**src/rtl/cpu_host_loader_if.sv**
```systemverilog
// ---------------------------------------------------------------------------
// cpu_host_loader_if
// Purpose: bundles the loader's streaming handshakes and the cpu's two
//          external memory ports so they travel as one port.
// Signals:
//   in_valid/in_ready/in_data      load stream (host -> loader)
//   out_valid/out_ready/out_data   dump stream (loader -> host)
//   addr_ext/wen_ext/ren_ext/wdata_ext/rdata_ext              imem port
//   addr_ext_2/wen_ext_2/ren_ext_2/wdata_ext_2/rdata_ext_2    dmem port
// Modports:
//   master - the loader side (drives strobes, in_ready, dump stream)
//   slave  - host link plus cpu memory side
// ---------------------------------------------------------------------------
interface cpu_host_loader_if #(
  parameter int DATA_W = 32
);
  logic              in_valid;
  logic              in_ready;
  logic [DATA_W-1:0] in_data;

  logic              out_valid;
  logic              out_ready;
  logic [DATA_W-1:0] out_data;

  logic [31:0]       addr_ext;
  logic              wen_ext;
  logic              ren_ext;
  logic [31:0]       wdata_ext;
  logic [31:0]       rdata_ext;

  logic [31:0]       addr_ext_2;
  logic              wen_ext_2;
  logic              ren_ext_2;
  logic [31:0]       wdata_ext_2;
  logic [31:0]       rdata_ext_2;

  modport master (
    input  in_valid, in_data, out_ready, rdata_ext, rdata_ext_2,
    output in_ready, out_valid, out_data,
    output addr_ext, wen_ext, ren_ext, wdata_ext,
    output addr_ext_2, wen_ext_2, ren_ext_2, wdata_ext_2
  );

  modport slave (
    output in_valid, in_data, out_ready, rdata_ext, rdata_ext_2,
    input  in_ready, out_valid, out_data,
    input  addr_ext, wen_ext, ren_ext, wdata_ext,
    input  addr_ext_2, wen_ext_2, ren_ext_2, wdata_ext_2
  );
endinterface

```
**src/rtl/cpu_host_loader.sv**
```systemverilog
// ---------------------------------------------------------------------------
// cpu_host_loader
// Purpose: host-side initiator for the cpu's external memory ports. Streams a
//          program into instruction memory and initial data into data memory,
//          runs the cpu for a programmed number of cycles, then (optionally)
//          streams a window of data memory back to the host.
// Ports:
//   clk, rst      single clock, synchronous active-high reset
//   start         one-cycle pulse, honoured only in IDLE
//   imem_words    words to write into instruction memory (latched at start)
//   dmem_words    words to write into data memory (latched at start)
//   run_cycles    cycles to hold enable high (latched at start)
//   dump_words    data-memory words to read back from address 0
//   bus           cpu_host_loader_if.master: load/dump streams, memory ports
//   enable        cpu run enable
//   busy          high whenever the sequencer is not idle
//   done          one-cycle pulse on return to IDLE after a sequence
// Configuration:
//   CPU_HOST_LOADER_DUMP_EN  defined   -> DUMP_RD/DUMP_OUT read-back phase
//                            undefined -> no dump; dump_words is ignored
// ---------------------------------------------------------------------------
module cpu_host_loader #(
  parameter int DATA_W    = 32,
  parameter int CNT_W     = 16,
  parameter int RUN_W     = 32,
  parameter int ADDR_STEP = 4
) (
  input  logic                  clk,
  input  logic                  rst,
  input  logic                  start,
  input  logic [CNT_W-1:0]      imem_words,
  input  logic [CNT_W-1:0]      dmem_words,
  input  logic [RUN_W-1:0]      run_cycles,
  input  logic [CNT_W-1:0]      dump_words,
  cpu_host_loader_if.master     bus,
  output logic                  enable,
  output logic                  busy,
  output logic                  done
);

  typedef enum logic [2:0] {
    IDLE,
    LOAD_I,
    LOAD_D,
    RUN
`ifdef CPU_HOST_LOADER_DUMP_EN
    ,
    DUMP_RD,
    DUMP_OUT
`endif
  } state_t;

  localparam logic [31:0] STEP = 32'(ADDR_STEP);

  state_t             state;
  logic [CNT_W-1:0]   imem_cnt;
  logic [CNT_W-1:0]   dmem_cnt;
  logic [RUN_W-1:0]   run_cnt;
  logic [CNT_W-1:0]   idx;
  logic [RUN_W-1:0]   run_ctr;
  logic               done_q;

  logic [CNT_W-1:0]   idx_inc;
  logic [RUN_W-1:0]   run_inc;
  logic [31:0]        idx_addr;
  logic               load_i_hs;
  logic               load_d_hs;

  state_t             after_start;
  state_t             after_i;
  state_t             after_d;
  state_t             after_run;

`ifdef CPU_HOST_LOADER_DUMP_EN
  logic [CNT_W-1:0]   dump_cnt;
  logic [DATA_W-1:0]  out_data_q;
  logic               captured;
`endif

  // Chooses the next phase with a nonzero count, searching in sequence order
  // from the phase after 'stage' (0 = from IDLE, 1 = after LOAD_I,
  // 2 = after LOAD_D, 3 = after RUN). Falls back to IDLE when nothing is left.
  function automatic state_t pick_phase(
    input logic [2:0] stage,
    input logic       i_nz,
    input logic       d_nz,
    input logic       r_nz
`ifdef CPU_HOST_LOADER_DUMP_EN
    ,
    input logic       u_nz
`endif
  );
    state_t nxt;
    nxt = IDLE;
`ifdef CPU_HOST_LOADER_DUMP_EN
    if (stage < 3'd4 && u_nz) nxt = DUMP_RD;
`endif
    if (stage < 3'd3 && r_nz) nxt = RUN;
    if (stage < 3'd2 && d_nz) nxt = LOAD_D;
    if (stage < 3'd1 && i_nz) nxt = LOAD_I;
    return nxt;
  endfunction

  // From IDLE the raw inputs decide, since the counts are latched on the same edge.
  assign after_start = pick_phase(3'd0, |imem_words, |dmem_words, |run_cycles
`ifdef CPU_HOST_LOADER_DUMP_EN
    , |dump_words
`endif
  );
  assign after_i = pick_phase(3'd1, 1'b0, |dmem_cnt, |run_cnt
`ifdef CPU_HOST_LOADER_DUMP_EN
    , |dump_cnt
`endif
  );
  assign after_d = pick_phase(3'd2, 1'b0, 1'b0, |run_cnt
`ifdef CPU_HOST_LOADER_DUMP_EN
    , |dump_cnt
`endif
  );
  assign after_run = pick_phase(3'd3, 1'b0, 1'b0, 1'b0
`ifdef CPU_HOST_LOADER_DUMP_EN
    , |dump_cnt
`endif
  );

  assign idx_inc  = idx + CNT_W'(1);
  assign run_inc  = run_ctr + RUN_W'(1);
  assign idx_addr = 32'(idx) * STEP;

  // Writes fire in the handshake cycle itself; in_ready is a pure state decode,
  // so a handshake is simply in_valid while a load phase is active.
  assign load_i_hs = (state == LOAD_I) && bus.in_valid;
  assign load_d_hs = (state == LOAD_D) && bus.in_valid;

  assign bus.in_ready  = (state == LOAD_I) || (state == LOAD_D);

  assign bus.wen_ext   = load_i_hs;
  assign bus.ren_ext   = 1'b0;
  assign bus.addr_ext  = load_i_hs ? idx_addr : 32'd0;
  assign bus.wdata_ext = load_i_hs ? 32'(bus.in_data) : 32'd0;

  assign bus.wen_ext_2   = load_d_hs;
  assign bus.wdata_ext_2 = load_d_hs ? 32'(bus.in_data) : 32'd0;

  assign enable = (state == RUN);
  assign busy   = (state != IDLE);
  assign done   = done_q;

`ifdef CPU_HOST_LOADER_DUMP_EN
  assign bus.ren_ext_2  = (state == DUMP_RD);
  assign bus.addr_ext_2 = (load_d_hs || state == DUMP_RD) ? idx_addr : 32'd0;
  assign bus.out_valid  = (state == DUMP_OUT);
  // The read data arrives in the first DUMP_OUT cycle, so it is passed straight
  // through then and served from the capture register while the host stalls.
  assign bus.out_data   = (state != DUMP_OUT) ? '0 :
                          captured ? out_data_q : DATA_W'(bus.rdata_ext_2);
`else
  assign bus.ren_ext_2  = 1'b0;
  assign bus.addr_ext_2 = load_d_hs ? idx_addr : 32'd0;
  assign bus.out_valid  = 1'b0;
  assign bus.out_data   = '0;

  logic unused_dump;
  assign unused_dump = ^{dump_words, bus.out_ready, bus.rdata_ext_2};
`endif

  logic unused_rdata;
  assign unused_rdata = ^bus.rdata_ext;

  // Sequencer: one index register serves load and dump addressing and is
  // cleared on every phase entry; run_ctr counts enable cycles.
  always_ff @(posedge clk) begin
    if (rst) begin
      state    <= IDLE;
      imem_cnt <= '0;
      dmem_cnt <= '0;
      run_cnt  <= '0;
      idx      <= '0;
      run_ctr  <= '0;
      done_q   <= 1'b0;
`ifdef CPU_HOST_LOADER_DUMP_EN
      dump_cnt   <= '0;
      out_data_q <= '0;
      captured   <= 1'b0;
`endif
    end else begin
      done_q <= 1'b0;
      case (state)
        IDLE: begin
          if (start) begin
            imem_cnt <= imem_words;
            dmem_cnt <= dmem_words;
            run_cnt  <= run_cycles;
`ifdef CPU_HOST_LOADER_DUMP_EN
            dump_cnt <= dump_words;
`endif
            idx     <= '0;
            run_ctr <= '0;
            state   <= after_start;
            done_q  <= (after_start == IDLE);
          end
        end
        LOAD_I: begin
          if (bus.in_valid) begin
            if (idx_inc == imem_cnt) begin
              idx    <= '0;
              state  <= after_i;
              done_q <= (after_i == IDLE);
            end else begin
              idx <= idx_inc;
            end
          end
        end
        LOAD_D: begin
          if (bus.in_valid) begin
            if (idx_inc == dmem_cnt) begin
              idx    <= '0;
              state  <= after_d;
              done_q <= (after_d == IDLE);
            end else begin
              idx <= idx_inc;
            end
          end
        end
        RUN: begin
          if (run_inc == run_cnt) begin
            run_ctr <= '0;
            state   <= after_run;
            done_q  <= (after_run == IDLE);
          end else begin
            run_ctr <= run_inc;
          end
        end
`ifdef CPU_HOST_LOADER_DUMP_EN
        DUMP_RD: begin
          captured <= 1'b0;
          state    <= DUMP_OUT;
        end
        DUMP_OUT: begin
          if (!captured) begin
            out_data_q <= DATA_W'(bus.rdata_ext_2);
            captured   <= 1'b1;
          end
          if (bus.out_ready) begin
            if (idx_inc == dump_cnt) begin
              idx    <= '0;
              state  <= IDLE;
              done_q <= 1'b1;
            end else begin
              idx   <= idx_inc;
              state <= DUMP_RD;
            end
          end
        end
`endif
        default: state <= IDLE;
      endcase
    end
  end

endmodule

```
**src/flat_wrapper.sv**
```systemverilog
// flat-port wrapper written by rule: the top's interface ports become plain ports
module cpu_host_loader_flat 
#(
  parameter int DATA_W    = 32,
  parameter int CNT_W     = 16,
  parameter int RUN_W     = 32,
  parameter int ADDR_STEP = 4
)
  (clk, rst, start, imem_words, dmem_words, run_cycles, dump_words, enable, busy, done, bus_in_valid, bus_in_data, bus_out_ready, bus_rdata_ext, bus_rdata_ext_2, bus_in_ready, bus_out_valid, bus_out_data, bus_addr_ext, bus_wen_ext, bus_ren_ext, bus_wdata_ext, bus_addr_ext_2, bus_wen_ext_2, bus_ren_ext_2, bus_wdata_ext_2);
  cpu_host_loader_if #(.DATA_W(DATA_W)) bus_i ();
  input  logic clk;
  input  logic rst;
  input  logic start;
  input  logic [CNT_W-1:0] imem_words;
  input  logic [CNT_W-1:0] dmem_words;
  input  logic [RUN_W-1:0] run_cycles;
  input  logic [CNT_W-1:0] dump_words;
  output logic enable;
  output logic busy;
  output logic done;
  input wire logic [$bits(bus_i.in_valid)-1:0] bus_in_valid;
  input wire logic [$bits(bus_i.in_data)-1:0] bus_in_data;
  input wire logic [$bits(bus_i.out_ready)-1:0] bus_out_ready;
  input wire logic [$bits(bus_i.rdata_ext)-1:0] bus_rdata_ext;
  input wire logic [$bits(bus_i.rdata_ext_2)-1:0] bus_rdata_ext_2;
  output wire logic [$bits(bus_i.in_ready)-1:0] bus_in_ready;
  output wire logic [$bits(bus_i.out_valid)-1:0] bus_out_valid;
  output wire logic [$bits(bus_i.out_data)-1:0] bus_out_data;
  output wire logic [$bits(bus_i.addr_ext)-1:0] bus_addr_ext;
  output wire logic [$bits(bus_i.wen_ext)-1:0] bus_wen_ext;
  output wire logic [$bits(bus_i.ren_ext)-1:0] bus_ren_ext;
  output wire logic [$bits(bus_i.wdata_ext)-1:0] bus_wdata_ext;
  output wire logic [$bits(bus_i.addr_ext_2)-1:0] bus_addr_ext_2;
  output wire logic [$bits(bus_i.wen_ext_2)-1:0] bus_wen_ext_2;
  output wire logic [$bits(bus_i.ren_ext_2)-1:0] bus_ren_ext_2;
  output wire logic [$bits(bus_i.wdata_ext_2)-1:0] bus_wdata_ext_2;
  assign bus_i.in_valid = bus_in_valid;
  assign bus_i.in_data = bus_in_data;
  assign bus_i.out_ready = bus_out_ready;
  assign bus_i.rdata_ext = bus_rdata_ext;
  assign bus_i.rdata_ext_2 = bus_rdata_ext_2;
  assign bus_in_ready = bus_i.in_ready;
  assign bus_out_valid = bus_i.out_valid;
  assign bus_out_data = bus_i.out_data;
  assign bus_addr_ext = bus_i.addr_ext;
  assign bus_wen_ext = bus_i.wen_ext;
  assign bus_ren_ext = bus_i.ren_ext;
  assign bus_wdata_ext = bus_i.wdata_ext;
  assign bus_addr_ext_2 = bus_i.addr_ext_2;
  assign bus_wen_ext_2 = bus_i.wen_ext_2;
  assign bus_ren_ext_2 = bus_i.ren_ext_2;
  assign bus_wdata_ext_2 = bus_i.wdata_ext_2;
  cpu_host_loader #(.DATA_W(DATA_W), .CNT_W(CNT_W), .RUN_W(RUN_W), .ADDR_STEP(ADDR_STEP)) u_core (.clk(clk), .rst(rst), .start(start), .imem_words(imem_words), .dmem_words(dmem_words), .run_cycles(run_cycles), .dump_words(dump_words), .bus(bus_i), .enable(enable), .busy(busy), .done(done));
endmodule
```
**config.mk**
```make
export PLATFORM = sky130hd
export DESIGN_NAME = cpu_host_loader_flat
export DESIGN_NICKNAME = d
export VERILOG_FILES = /design/src/rtl/cpu_host_loader_if.sv /design/src/rtl/cpu_host_loader.sv /design/src/flat_wrapper.sv
export SDC_FILE = /design/constraint.sdc
export NUM_CORES = 1
export LEC_CHECK = 0
export BUFFER_PORTS_ARGS = -buffer_cell sky130_fd_sc_hd__buf_2
export CORE_ASPECT_RATIO = 1.4
export CORE_UTILIZATION = 44
export DETAILED_ROUTE_END_ITERATION = 8
export PLACE_DENSITY = 0.89
export SLEW_MARGIN = 20
export SYNTH_ARGS = -nofsm -noshare
export SYNTH_HDL_FRONTEND = slang
export SYNTH_SLANG_ARGS = --single-unit
```
**constraint.sdc**
```tcl
create_clock -name clk -period 3.3 [get_ports clk]
set_input_delay 0.33 -clock clk [delete_from_list [all_inputs] [get_ports clk]]
set_output_delay 0.33 -clock clk [all_outputs]
set_load 0.05 [all_outputs]
```
==> out/metrics.cfg <==
[layout]
synthToLayoutAreaGrowth_pct = 24.7
layout-drive-gt1-share_pct = 25.5
postLayoutCoreUtil_pct = 56.7
layoutNonFillerInstCount = 1610
final_nets = 1543
design_area_um2 = 10300

[timing]
achievable-frequency_mhz = 311
worst_slack_ns = 0.0838
final.setup_skew_ns = 0.0118
timing.setup.tns_ns = 0
timing_hold_violations_final = 0
count_of_pins_over_their_slew_limit = 0
finalSetupViolations = 0
max_slew_margin_pct = 49.3
layout_min_cycle_time_ns = 3.22
timing_worst_slew_pin_value_ns = 0.753
final.period_utilization_pct = 97.5
holdWs_ns = 0.148

[worst_setup_path]
slowest_stage = or3_1
r2r_slack_ns = 0.08
worst_ep_arrival_time_ns = 3.58
critPathMaxStageDelay_ns = 0.42
reg2reg_to = u_core.run_ctr[26]$_SDFFE_PP0P_
worst-path-max-fanout = 11
timing.rr.start = u_core.run_ctr[0]$_SDFFE_PP0P_
endpoint_kind = flip-flop
rr_worst_depth = 13
timing.setup.critical_path_class = flip-flop to flip-flop
worst_setup_path_start_kind = flip-flop
timing.critical_path.cells = ha_1 -> nand4_1 -> or3_1 -> buf_4 -> or3_1 -> xnor2_1 -> mux2i_1 -> nor3_1 -> nand4_1 -> buf_4 -> buf_2 -> or3b_1 -> mux2i_1
worstPathRequired_ns = 3.66

[min_path]
hp-start = dmem_words[5]
hold_endpoint = u_core.dmem_cnt[5]$_SDFFE_PP0P_
min_path_type = primary input to flip-flop
min_path_cells = 3

[floorplanning]
die_area_um2 = 19300
std_cell_rows = 58
floorplan.initialDensity_pct = 45.4
chipHeight_um = 164
design.core.area_um2 = 18100
die_width_um = 118
num_io_pins = 350

[place]
placement.cell_area_um2 = 9530
dp_hpwl_um = 19900
port-buffer-count = 201
place.gp.congestion = 0.975
dpl_worst_slack_ns = 0.0510
placedCellCount = 1572

[grt]
grt_pass1_vias = 8296
initial_antenna_violation_count = 3
grt_first_pass_wirelength_um = 41600
grt_start_max_net_pins = 66
grt_util_all_layers_pct = 27.0
grt.overflow.total = 0

[run_status]
status = complete, no violations

[detailed_routing]
drt-initial-drc-count = 739
drt.antenna.violating_nets = 0
drc_errors = 0
final_routed_wire_length_divided_by_cell_count_um = 17.0
avgViaCountPerCell = 5.70
firstDrtPassIters = 5
detailroute.via_count = 9179
finalWirelength_um = 27400

[clocking]
htree_depth = 4
cts_buffers = 17
clock_tree_from_tritoncts = built
path_clk_slew_ns = 0.06
ctsRootBufferMaster = clkbuf_16
insertion_delay_ns = 0.43
cts_max_path_bufs = 2
clock-sinks = 115

[yosys]
synth_top_area_share_pct = 27.9
synth-edff-count = 0
synth_area_um2 = 8250
synth.yosys.seq_area_share_pct = 27.9
post_synth_inst_count = 1146
yosys_register_bits = 115
postSynthAreaPerCell_um2 = 7.19
postSynth.asyncResetShare_pct = 0
postSynth.topFlopCell = dfxtp_1
synth_area_leaders = dfxtp_1, nand2_1, and3_1, buf_4, xnor2_1
yosysTopAreaCell = dfxtp_1
number_of_distinct_library_cell_variants_in_the_gate_level_netlist_after_synthesis = 65
synthesis.yosys.warnings = 0

[pwr]
p_leak_nw = 4.80
pwr_density_cell_nw_per_um2 = 539
total_power_mw = 5.54
peakVddDrop_v = 0.000393

[flow_run]
timing.max_cap.violations = 0

==> worst max-delay path by stage <==
| stage | start | to | slack [ns] | cells past startpoint |
|---|---|---|---|---|
| after floorplan | u_core.idx[1]$_SDFFE_PP0P_ | u_core.idx[12]$_SDFFE_PP0P_ | 0.08 | 13 |
| after global placement | u_core.idx[2]$_SDFFE_PP0P_ | u_core.idx[5]$_SDFFE_PP0P_ | 0.11 | 10 |
| after detailed placement | u_core.run_ctr[0]$_SDFFE_PP0P_ | u_core.run_ctr[5]$_SDFFE_PP0P_ | 0.05 | 11 |
| after CTS | u_core.run_ctr[5]$_SDFFE_PP0P_ | u_core.run_ctr[5]$_SDFFE_PP0P_ | 0.004 | 11 |
| after global routing | u_core.idx[2]$_SDFFE_PP0P_ | u_core.idx[12]$_SDFFE_PP0P_ | -0.03 | 11 |
| final | u_core.run_ctr[0]$_SDFFE_PP0P_ | u_core.run_ctr[26]$_SDFFE_PP0P_ | 0.08 | 13 |
==> cell usage after synthesis (30+ instances only) <==
| cell | n |
|---|---|
| a21oi_1 | 85 |
| and3_1 | 118 |
| o21ai_1 | 30 |
| xnor2_1 | 50 |
| nand2_1 | 202 |
| nor4_1 | 41 |
| xor2_1 | 33 |
| nand4_1 | 35 |
| clkbuf_1 | 63 |
| buf_4 | 68 |
| dfxtp_1 | 115 |
| nor3_1 | 32 |
==> repair_timing <==
item                                   in CTS  in global routing
setup buffers                               0                  2
pin swaps                                   0                  5
cloned                                      0                  2
endpoints found under the hold margin       0                  0
setup endpoints to repair                  14                 38
gates resized for setup                     3                 19
hold buffers                                0                  0
==> kinds of logic after synthesis <==
| group | after synthesis | share of synthesized area [%] |
|---|---|---|
| AND/OR/NAND/NOR | 549 | 34.6 |
| AO/OA/AOI/OAI | 201 | 14.5 |
| buffers and inverters | 182 | 11.8 |
| flip-flops | 115 | 27.9 |
| XOR/XNOR | 84 | 9.09 |
| adder cells (fa/ha/maj) | 7 | 1.06 |
| multiplexers | 7 | 0.880 |
| other | 1 | 0.0455 |
==> metal layers <==
metal	share of wire (%)	global-route usage, %	wire [µm]
met1	39	30.6	10600
met2	49	46.1	13500
met3	6.7	4.69	1830
met4	5.4	18.6	1480
met5	0.084	0	23
==> worst max-delay path, delay by kind of cell, from the launching register on <==
| family | cells | cell delay (ns) |
|---|---|---|
| xor+xnor | 1 | 0.16 |
| fa+ha+maj | 1 | 0.23 |
| buf+inv | 3 | 0.59 |
| flops | 1 | 0.38 |
| mux | 2 | 0.29 |
| simple gates | 6 | 1.49 |
==> cells in the final DEF (no fill, tap or decap), types with 5 or more instances in the layout <==
cell type and n:
a21oi_1 85, a31oi_1 21, and2_1 8, and3_1 118, and4_1 5, buf_2 202, buf_4 77, clkbuf_16 17
conb_1 67, dfxtp_1 110, dfxtp_2 5, ha_1 7, inv_1 21, mux2i_1 5, nand2_1 200, nand2b_1 10
nand3_1 26, nand4_1 35, nor2_1 28, nor3_1 30, nor3b_1 5, nor4_1 37, nor4_2 6, o21ai_0 14
o21ai_1 30, or2_2 6, or3_1 11, xnor2_1 49, xor2_1 32
==> area by class of cell <==
type | count | area, µm²
Clock buffer | 19 | 443
Fill cell | 1700 | 7860
Antenna cell | 2 | 5.00
Clock inverter | 13 | 184
Inverter | 22 | 82.6
Timing Repair Buffer | 284 | 1650
Sequential cell | 115 | 2310
Tap cell | 240 | 300
Multi-Input combinational cell | 915 | 5310
==> registers in the layout (all words and copies together) (netlist names) <==
signal,cells
u_core.dmem_cnt,16
u_core.done,1
u_core.imem_cnt,16
u_core.state,2
u_core.run_cnt,32
u_core.run_ctr,32
u_core.idx,16
==> power by group <==
part	internal [mW]	switching [mW]
Combinational	0.554	1.34
Clock	1.28	0.691
Sequential	1.53	0.152
Total	3.36	2.18
Power figures use the tool's default switching activity.
